$ cat src/rtl/pixel_dispatcher_if.sv
// Job/completion bus between the pixel dispatcher, the core array and the pixel buffer.
interface pixel_dispatcher_if #(
    parameter int unsigned COORD_W   = 12,
    parameter int unsigned NUM_CORES = 4
);
    logic [NUM_CORES-1:0] core_ready;
    logic [NUM_CORES-1:0] job_valid;
    logic [COORD_W-1:0]   job_x;
    logic [COORD_W-1:0]   job_y;
    logic                 pixel_accept;
    logic                 out_sof;
    logic                 out_eol;

    modport master (
        input  core_ready, pixel_accept,
        output job_valid, job_x, job_y, out_sof, out_eol
    );

    modport slave (
        output core_ready, pixel_accept,
        input  job_valid, job_x, job_y, out_sof, out_eol
    );
endinterface

$ cat src/rtl/pixel_dispatcher.sv
// Frame scheduler: issues raster-order pixel jobs round-robin to up to 4 cores,
// tracks drained pixels and produces sof/eol sideband and a frame-done pulse.
module pixel_dispatcher #(
    parameter int unsigned COORD_W   = 12,
    parameter int unsigned NUM_CORES = 4
) (
    input  logic               aclk,
    input  logic               aresetn,
    input  logic               start,
    input  logic [COORD_W-1:0] frame_width,
    input  logic [COORD_W-1:0] frame_height,
    input  logic [2:0]         no_of_extra_cores,
    pixel_dispatcher_if.master bus,
    output logic               busy,
    output logic               frame_done
);
    typedef enum logic [1:0] {ST_IDLE, ST_DISPATCH, ST_DRAIN, ST_DONE} state_t;

    state_t               state_q, state_d;
    logic [COORD_W-1:0]   cfg_w_q, cfg_w_d, cfg_h_q, cfg_h_d;
    logic [1:0]           cfg_nm1_q, cfg_nm1_d;
    logic [COORD_W-1:0]   ix_q, ix_d, iy_q, iy_d;
    logic [COORD_W-1:0]   dx_q, dx_d, dy_q, dy_d;
    logic [1:0]           ptr_q, ptr_d;
    logic [2:0]           outst_q, outst_d;
    logic [NUM_CORES-1:0] job_valid_q, job_valid_d;
    logic                 sof_q, sof_d, eol_q, eol_d;
    logic                 hs, acc, busy_d;

    // State, configuration, counters and registered outputs.
    always_ff @(posedge aclk or negedge aresetn) begin
        if (!aresetn) begin
            state_q     <= ST_IDLE;
            cfg_w_q     <= '0;
            cfg_h_q     <= '0;
            cfg_nm1_q   <= '0;
            ix_q        <= '0;
            iy_q        <= '0;
            dx_q        <= '0;
            dy_q        <= '0;
            ptr_q       <= '0;
            outst_q     <= '0;
            job_valid_q <= '0;
            sof_q       <= 1'b0;
            eol_q       <= 1'b0;
        end else begin
            state_q     <= state_d;
            cfg_w_q     <= cfg_w_d;
            cfg_h_q     <= cfg_h_d;
            cfg_nm1_q   <= cfg_nm1_d;
            ix_q        <= ix_d;
            iy_q        <= iy_d;
            dx_q        <= dx_d;
            dy_q        <= dy_d;
            ptr_q       <= ptr_d;
            outst_q     <= outst_d;
            job_valid_q <= job_valid_d;
            sof_q       <= sof_d;
            eol_q       <= eol_d;
        end
    end

    // Next-state logic; job_valid and sideband are decoded from next-state values
    // so the outputs are registered yet track the counters without a cycle of lag.
    always_comb begin
        state_d   = state_q;
        cfg_w_d   = cfg_w_q;
        cfg_h_d   = cfg_h_q;
        cfg_nm1_d = cfg_nm1_q;
        ix_d      = ix_q;
        iy_d      = iy_q;
        dx_d      = dx_q;
        dy_d      = dy_q;
        ptr_d     = ptr_q;
        outst_d   = outst_q;
        hs        = 1'b0;
        acc       = 1'b0;

        unique case (state_q)
            ST_IDLE: begin
                if (start) begin
                    if (frame_width != '0 && frame_height != '0) begin
                        cfg_w_d   = frame_width;
                        cfg_h_d   = frame_height;
                        cfg_nm1_d = (no_of_extra_cores > 3'd3) ? 2'd3 : no_of_extra_cores[1:0];
                        ix_d      = '0;
                        iy_d      = '0;
                        dx_d      = '0;
                        dy_d      = '0;
                        ptr_d     = '0;
                        outst_d   = '0;
                        state_d   = ST_DISPATCH;
                    end else begin
                        state_d = ST_DONE;
                    end
                end
            end
            ST_DISPATCH, ST_DRAIN: begin
                hs  = (state_q == ST_DISPATCH) && (|(job_valid_q & bus.core_ready));
                acc = bus.pixel_accept && (outst_q != '0);
                if (hs) begin
                    if (ix_q == cfg_w_q - COORD_W'(1)) begin
                        ix_d = '0;
                        iy_d = iy_q + COORD_W'(1);
                        if (iy_q == cfg_h_q - COORD_W'(1)) begin
                            state_d = ST_DRAIN;
                        end
                    end else begin
                        ix_d = ix_q + COORD_W'(1);
                    end
                    ptr_d = (ptr_q == cfg_nm1_q) ? 2'd0 : ptr_q + 2'd1;
                end
                if (acc) begin
                    if (dx_q == cfg_w_q - COORD_W'(1)) begin
                        dx_d = '0;
                        dy_d = dy_q + COORD_W'(1);
                        if (dy_q == cfg_h_q - COORD_W'(1)) begin
                            state_d = ST_DONE;
                        end
                    end else begin
                        dx_d = dx_q + COORD_W'(1);
                    end
                end
                outst_d = outst_q + {2'b00, hs} - {2'b00, acc};
            end
            ST_DONE: state_d = ST_IDLE;
            default: state_d = ST_IDLE;
        endcase

        job_valid_d = '0;
        if (state_d == ST_DISPATCH && outst_d < ({1'b0, cfg_nm1_d} + 3'd1)) begin
            job_valid_d[ptr_d] = 1'b1;
        end
        busy_d = (state_d == ST_DISPATCH) || (state_d == ST_DRAIN);
        sof_d  = busy_d && (dx_d == '0) && (dy_d == '0);
        eol_d  = busy_d && (dx_d == cfg_w_d - COORD_W'(1));
    end

    assign bus.job_valid = job_valid_q;
    assign bus.job_x     = ix_q;
    assign bus.job_y     = iy_q;
    assign bus.out_sof   = sof_q;
    assign bus.out_eol   = eol_q;
    assign busy          = (state_q == ST_DISPATCH) || (state_q == ST_DRAIN);
    assign frame_done    = (state_q == ST_DONE);
endmodule

$ cat src/flat_wrapper.sv
// flat-port wrapper written by rule: the top's interface ports become plain ports
module pixel_dispatcher_flat 
#(
    parameter int unsigned COORD_W   = 12,
    parameter int unsigned NUM_CORES = 4
)
  (aclk, aresetn, start, frame_width, frame_height, no_of_extra_cores, busy, frame_done, bus_core_ready, bus_pixel_accept, bus_job_valid, bus_job_x, bus_job_y, bus_out_sof, bus_out_eol);
  pixel_dispatcher_if #(.COORD_W(COORD_W), .NUM_CORES(NUM_CORES)) bus_i ();
  input  logic aclk;
  input  logic aresetn;
  input  logic start;
  input  logic [COORD_W-1:0] frame_width;
  input  logic [COORD_W-1:0] frame_height;
  input  logic [2:0] no_of_extra_cores;
  output logic busy;
  output logic frame_done;
  input wire logic [$bits(bus_i.core_ready)-1:0] bus_core_ready;
  input wire logic [$bits(bus_i.pixel_accept)-1:0] bus_pixel_accept;
  output wire logic [$bits(bus_i.job_valid)-1:0] bus_job_valid;
  output wire logic [$bits(bus_i.job_x)-1:0] bus_job_x;
  output wire logic [$bits(bus_i.job_y)-1:0] bus_job_y;
  output wire logic [$bits(bus_i.out_sof)-1:0] bus_out_sof;
  output wire logic [$bits(bus_i.out_eol)-1:0] bus_out_eol;
  assign bus_i.core_ready = bus_core_ready;
  assign bus_i.pixel_accept = bus_pixel_accept;
  assign bus_job_valid = bus_i.job_valid;
  assign bus_job_x = bus_i.job_x;
  assign bus_job_y = bus_i.job_y;
  assign bus_out_sof = bus_i.out_sof;
  assign bus_out_eol = bus_i.out_eol;
  pixel_dispatcher #(.COORD_W(COORD_W), .NUM_CORES(NUM_CORES)) u_core (.aclk(aclk), .aresetn(aresetn), .start(start), .frame_width(frame_width), .frame_height(frame_height), .no_of_extra_cores(no_of_extra_cores), .bus(bus_i), .busy(busy), .frame_done(frame_done));
endmodule
$ cat config.mk
export PLATFORM = sky130hd
export DESIGN_NAME = pixel_dispatcher_flat
export DESIGN_NICKNAME = d
export VERILOG_FILES = /design/src/rtl/pixel_dispatcher_if.sv /design/src/rtl/pixel_dispatcher.sv /design/src/flat_wrapper.sv
export SDC_FILE = /design/constraint.sdc
export NUM_CORES = 1
export LEC_CHECK = 0
export ABC_AREA = 1
export CAP_MARGIN = 10
export CORE_MARGIN = 2
export CORE_UTILIZATION = 49
export CTS_CLUSTER_DIAMETER = 30
export DETAILED_ROUTE_END_ITERATION = 10
export DONT_BUFFER_PORTS = 1
export SETUP_SLACK_MARGIN = 0.15
export SLEW_MARGIN = 20
export SYNTH_ARGS = -nofsm -noshare
export SYNTH_HDL_FRONTEND = slang
export SYNTH_SLANG_ARGS = --single-unit
$ cat constraint.sdc
create_clock -name aclk -period 4.4 [get_ports aclk]
set_input_delay 0.66 -clock aclk [delete_from_list [all_inputs] [get_ports aclk]]
set_output_delay 0.66 -clock aclk [all_outputs]
set_load 0.02 [all_outputs]
## Word-level counts from Yosys, hierarchy flattened

Cells that the tools add are included.
W data, S select, Z words.

- Reduce and logical (&&, ||, !) cells: 22
- Bitwise gates (word level): 1
- Add/subtract/negate cells: 11
- Order comparisons: 4
- Eq/ne operators: 15
- Mux-type cells: 45

Operators with widths:

| operator | count |
|---|---|
| $mux W12 | 17 |
| $pmux W12 S2 | 4 |
| $eq A12 B12 Y1 | 5 |
| $add A12 B1 Y12 const B | 4 |
| $sub A12 B1 Y12 const B | 3 |
| $mux W2 | 16 |
| $logic_not A12 Y1 | 2 |
| $reduce_bool A12 Y1 | 2 |
| $logic_and A1 B1 Y1 | 8 |
| $eq A2 B2 Y1 const B | 3 |
| $mux W3 | 2 |
| $ne A2 B1 Y1 const B | 3 |
| $pmux W2 S3 | 1 |
| $pmux W3 S2 | 1 |
| $reduce_and A5 Y1 | 1 |
| $and A4 B4 Y4 | 1 |
| $eq A2 B1 Y1 const B | 2 |
| $mux W4 | 1 |
| $pmux W2 S2 | 1 |
| $reduce_and A4 Y1 | 1 |
| $reduce_or A4 Y1 | 1 |
| $add A2 B1 Y3 const B | 1 |
| $add A3 B1 Y3 | 1 |
| $gt A3 B2 Y1 const B | 1 |
| other kinds (15) | 16 |

- Bits in registers: 87
- Bits of input ports: 35

## Longest topological paths before layout

- Word-level depth: 13
- Depth in mapped cells: 26

## Worst setup path before layout

OpenSTA, ideal clock, no wires.

- Path kind: in2reg
- From: in bus_pixel_accept
- To: reg u_core.job_valid_q[2], in the netlist u_core.bus.job_valid[2]
- Path slack: 1.214 ns
- Data required time: 4.314 ns
- Arrival: 3.100 ns
- Stages on the path: 12
- Path buffers: 0
- Cell sequence: nand2_1 clkinv_1 ha_1 inv_1 ha_1 fa_1 o21a_1 o31ai_1 ha_1 a21oi_1 nand3_1 nor3_1

- Cells in the longest elaborated chain, start to end: 6
- Elaborated cells between the ends (all ways): 9

Ends and longest elaborated chain:

| item | RTL line | text |
|---|---|---|
| start, declared | flat_wrapper.sv:18 | `input wire logic [$bits(bus_i.pixel_accept)-1:0] bus_pixel_accept;` |
| $logic_and A1 B1 Y1 | pixel_dispatcher.sv:100 | `acc = bus.pixel_accept && (outst_q != '0);` |
| $sub A3 B1 Y3 | pixel_dispatcher.sv:124 | `outst_d = outst_q + {2'b00, hs} - {2'b00, acc};` |
| $pmux W3 S2 | pixel_dispatcher.sv:79 | `unique case (state_q)` |
| via u_core.outst_d[2] | pixel_dispatcher.sv:25 | `logic [2:0] outst_q, outst_d;` |
| $lt A3 B3 Y1 | pixel_dispatcher.sv:131 | `if (state_d == ST_DISPATCH && outst_d < ({1'b0, cfg_nm1_d} + 3'd1)) begin` |
| $logic_and A1 B1 Y1 | pixel_dispatcher.sv:131 |  |
| $mux W4 | pixel_dispatcher.sv:131 |  |
| via u_core.job_valid_d[2] | pixel_dispatcher.sv:26 | `logic [NUM_CORES-1:0] job_valid_q, job_valid_d;` |
| end signal, assigned | pixel_dispatcher.sv:57 | `job_valid_q <= job_valid_d;` |
| end, declared | pixel_dispatcher.sv:26 |  |

The timed path passes the listed nets, and every way through them passes these cells.
A chain may end at the register's enable or synchronous reset.

## Final worst setup path

- From: reg u_core.cfg_h_q[0]
- To: reg u_core.sof_q, in the netlist u_core.bus.out_sof

- Cells in the longest elaborated chain, start to end: 13
- Elaborated cells between the ends (all ways): 15

Ends and longest elaborated chain:

| item | RTL line | text |
|---|---|---|
| start, declared | pixel_dispatcher.sv:20 | `logic [COORD_W-1:0] cfg_w_q, cfg_w_d, cfg_h_q, cfg_h_d;` |
| start signal, assigned | pixel_dispatcher.sv:49 | `cfg_h_q <= cfg_h_d;` |
| $sub A12 B1 Y12 (*) | pixel_dispatcher.sv:105, pixel_dispatcher.sv:117 |  |
| $eq A12 B12 Y1 | pixel_dispatcher.sv:105 | `if (iy_q == cfg_h_q - COORD_W'(1)) begin` |
| $mux W2 | pixel_dispatcher.sv:105 |  |
| $mux W2 | pixel_dispatcher.sv:102 | `if (ix_q == cfg_w_q - COORD_W'(1)) begin` |
| $mux W2 | pixel_dispatcher.sv:101 | `if (hs) begin` |
| $mux W2 | pixel_dispatcher.sv:117 | `if (dy_q == cfg_h_q - COORD_W'(1)) begin` |
| $mux W2 | pixel_dispatcher.sv:114 | `if (dx_q == cfg_w_q - COORD_W'(1)) begin` |
| $mux W2 (*) | pixel_dispatcher.sv:113 | `if (acc) begin` |
| $pmux W2 S3 (*) | pixel_dispatcher.sv:79 |  |
| via u_core.state_d[1] | pixel_dispatcher.sv:19 | `state_t state_q, state_d;` |
| $eq A2 B1 Y1 or $eq A2 B2 Y1 (tied branches) | pixel_dispatcher.sv:134 | `busy_d = (state_d == ST_DISPATCH) \|\| (state_d == ST_DRAIN);` |
| $logic_or A1 B1 Y1 (*) | pixel_dispatcher.sv:134 |  |
| $logic_and A1 B1 Y1 (*) (2 in a row) | pixel_dispatcher.sv:135 | `sof_d = busy_d && (dx_d == '0) && (dy_d == '0);` |
| via u_core.sof_d | pixel_dispatcher.sv:27 | `logic sof_q, sof_d, eol_q, eol_d;` |
| end signal, assigned | pixel_dispatcher.sv:44 | `sof_q <= 1'b0;` |
| end signal, assigned | pixel_dispatcher.sv:58 | `sof_q <= sof_d;` |
| end, declared | pixel_dispatcher.sv:27 |  |

The timed path passes the listed nets; every way through them passes the cells marked *.

==> metrics <==
status=finished, final reports clean; CP Launch Type=flop; CTS tree=done; Netlist cell types=50; clock share of power=0.185; Compound-Gate Fraction of Synth Area=0.102; Worst-Skew Late Latency=0.36 ns; Setup crit start=u_core.cfg_h_q[0]$_DFFE_PN0P_; number of antenna violations at the first check in global routing=0; global route overflow=0; Critical Path RT=4.70 ns; main combinational cell family by area after synthesis=simple AND/OR/NAND/NOR gates; Post-Syn Area=6730 um2; Antenna Nets Post-Route=0; synthesized area per cell=6.60 um2; xor/xnor share of the synthesized area=0.0482; final slew viol count=0; global-route wire length before repair=31800 um; IO Count=67; Synth area leaders=dfrtp_1, nand2_1, inv_1, nand3_1, nor2_1; Filler Cell Count=1379; Pre-Repair DR Iteration Count=6; Site Rows=42; clk sinks=87; Hold Vio Cnt, Final=0; pwr dens=635 nW/um2; Setup CP Type=flop to flop; DRC viols=0; share of cells above drive strength 1=0.0700; die area=~15000 um2; CTS buffer count=9; Root Driver=clkbuf_16; Clock transition at path regs=~0.07 ns; die width=121 um; switching share of power=0.508; simple logic cell fraction of the synthesized area=0.388; final core utilization=0.545; multiplexer area fraction after synthesis=0; max-cap viol count=0; Lkg Pwr=3.60 nW; dpl ws=0.976 ns; peak supply drop=0.346 mV; post-synthesis sequential area ratio=0.324; post-CTS setup buffers=0; critical path capture point type=flop; gpl congestion=0.933; syn_nets=1071; worst min-delay path category=input pin to asynchronous set/reset pin; Ys Warns=0; via count=6511; nets=1076; reg2reg path depth=23; Post-CTS Resized=0; internal power=~2.3 mW; Worst Path Max Fanout=5; Die Y=roughly 120 um; synth-to-layout area growth=8.11%; reg2reg end=u_core.bus.out_sof$_DFF_PN0_; post-DP HPWL=14900 um; slew at the pin with the worst max-slew slack=approximately 0.61 ns; post-synth top area cell=dfrtp_1; Fin Hold WS=0.219 ns; vias per cell=5.40; relative slew slack=0.587; area share of the largest cell type after synthesis=0.324; clk buf depth=2; share of power burned in registers=0.268; post-layout min period=3.48 ns; synthesized instance count=slightly above 1000; Synth Area in Adders=0.0327; fmax=287 MHz; clk_skew=between 0.007 and 0.008 ns; Tcrit/Tclk final=0.791; number of global-route vias before repair=slightly above 6000; CTS H-tree lvls=3; register-to-register setup slack=0.92 ns; RR Startpoint=u_core.cfg_h_q[0]$_DFFE_PN0P_; IO Port Bufs=0; initial drt markers=approximately 460; Comb power frac=0.547; Core Box Area=13300 um2; Final WS setup=0.918 ns; All-Layer GR Usage=0.279; Net Sw Power=roughly 2.3 mW; antenna diode count=0; Worst Path Arrival=3.78 ns; RSZ-0062 raised after global routing=no; setup_tns=0 ns; WL per Instance=approximately 16 um; Routed WL=19400 um; Setup Viol. Count Final=0; largest net degree at the start of global routing=88; Starting Density=0.504; post-synthesis register bit count=87
## synth_stat cells (all sizes together)
cell	number
nand2	292
inv	165
nor2	115
nand3	102
dfrtp	87
o21ai	63
nor3	34
xor2	32
a21oi	23
nand4	21
ha	16
buf	11
nor4	6
xnor2	5
a211oi	4
a22oi	4
clkbuf	4
nor3b	4
or2	4
a31oi	3
o21a	3
o31ai	3
a22o	2
clkinv	2
o2111ai	2
o211ai	2
o21bai	2
o22ai	2
a2111oi	1
a21boi	1
a221oi	1
and3	1
fa	1
nand3b	1
## through the flow
stage               area [um2]  power (mW)  instances
floorplan                 6730        3.07       1019
global placement          6920        3.73       1188
detailed placement        6920        3.73       1188
CTS                       7270        4.62       1205
global route              7270        5.05       1205
finish                    7270        4.62       1205
## placed cells by master, fill, tap and decap left out, drive strengths merged, types with 3 or more instances in the layout
cell type,n
o21a,3
nor4,6
nor2,115
ha,16
nand2,292
clkinv,4
o31ai,3
clkbuf,9
nand4,21
nor3b,4
or2,4
xnor2,5
o21ai,63
nand3,102
a211oi,4
inv,167
a22oi,4
xor2,32
dfrtp,87
buf,9
a31oi,3
a21oi,23
nor3,34
## cells by family after synthesis
group | count (synthesis)
and+or+nand+nor | 580
buffers and inverters | 182
AOI/OAI and AO/OA | 116
DFF | 87
xor gates and xnor gates | 37
adders and majority gates | 17
## sequential cells by signal (all words and copies together) (netlist names)
signal and cells:
u_core.bus.job_y 12, u_core.cfg_h_q 12, u_core.cfg_w_q 12, u_core.bus.out_eol 1
u_core.dy_q 12, u_core.bus.job_x 12, u_core.state_q 2, u_core.dx_q 12
u_core.ptr_q 2, u_core.cfg_nm1_q 2, u_core.outst_q 3, u_core.bus.out_sof 1
u_core.bus.job_valid 4
## metal layers
metal  vias up  global-route usage  routed length, um
li1       3290                   -                  -
met1      3000               0.388               9310
met2       195               0.428               8320
met3        26              0.0710               1300
met4         0              0.0848                441
met5         -                   0                  0
## worst max-delay path by stage
stage | to
detailed placement | u_core.bus.out_sof$_DFF_PN0_
finish | u_core.bus.out_sof$_DFF_PN0_
global placement | u_core.bus.job_valid[2]$_DFF_PN0_
floorplan | u_core.bus.job_valid[2]$_DFF_PN0_
global route | u_core.bus.out_sof$_DFF_PN0_
CTS | u_core.bus.out_sof$_DFF_PN0_
## power by group through the flow
stage / registers, mW / clock network, mW / logic, mW
6_report: 1.24 / 0.855 / 2.52
5_1_grt: 1.27 / 0.895 / 2.89
4_1_cts: 1.23 / 0.865 / 2.52
3_5_place_dp: 1.25 / 0 / 2.49
3_3_place_gp: 1.25 / 0 / 2.48
2_1_floorplan: 1.17 / 0 / 1.90
## critical path, stage by stage (launching register included)
cell and delay (ns):
dfrtp_1 0.45, inv_1 0.18, ha_1 0.21, nand3_1 0.13
nor2_1 0.20, nand2_1 0.13, o21ai_0 0.18, nand2_1 0.14
xor2_1 0.16, a211oi_1 0.19, nand3_1 0.12, nand3b_1 0.21
nand3_1 0.09, nand2_1 0.05, nand2_1 0.07, inv_1 0.04
ha_1 0.28, nor2_1 0.10, nand2_1 0.06, nor2_1 0.08
nand2_1 0.05, nor2_1 0.15, nand2_1 0.08, nor2_2 0.07
## what timing repair did
item | 4_1_cts | 5_1_grt
endpoints found under the hold margin | 87 | 0
hold buffers | 1 | 0
setup endpoints to repair | 0 | 0
## layout make-up
class	count	area, um2	share of cell area
repair buffers	9	87.6	0.0120
well taps	176	220	0.0303
multi-input cells	750	3840	0.528
inverters	167	627	0.0862
clock inverters	7	95.1	0.0131
clock buffers	9	225	0.0310
flip-flops and latches	87	2180	0.299
No activity file was read; power rests on OpenSTA's default activity.
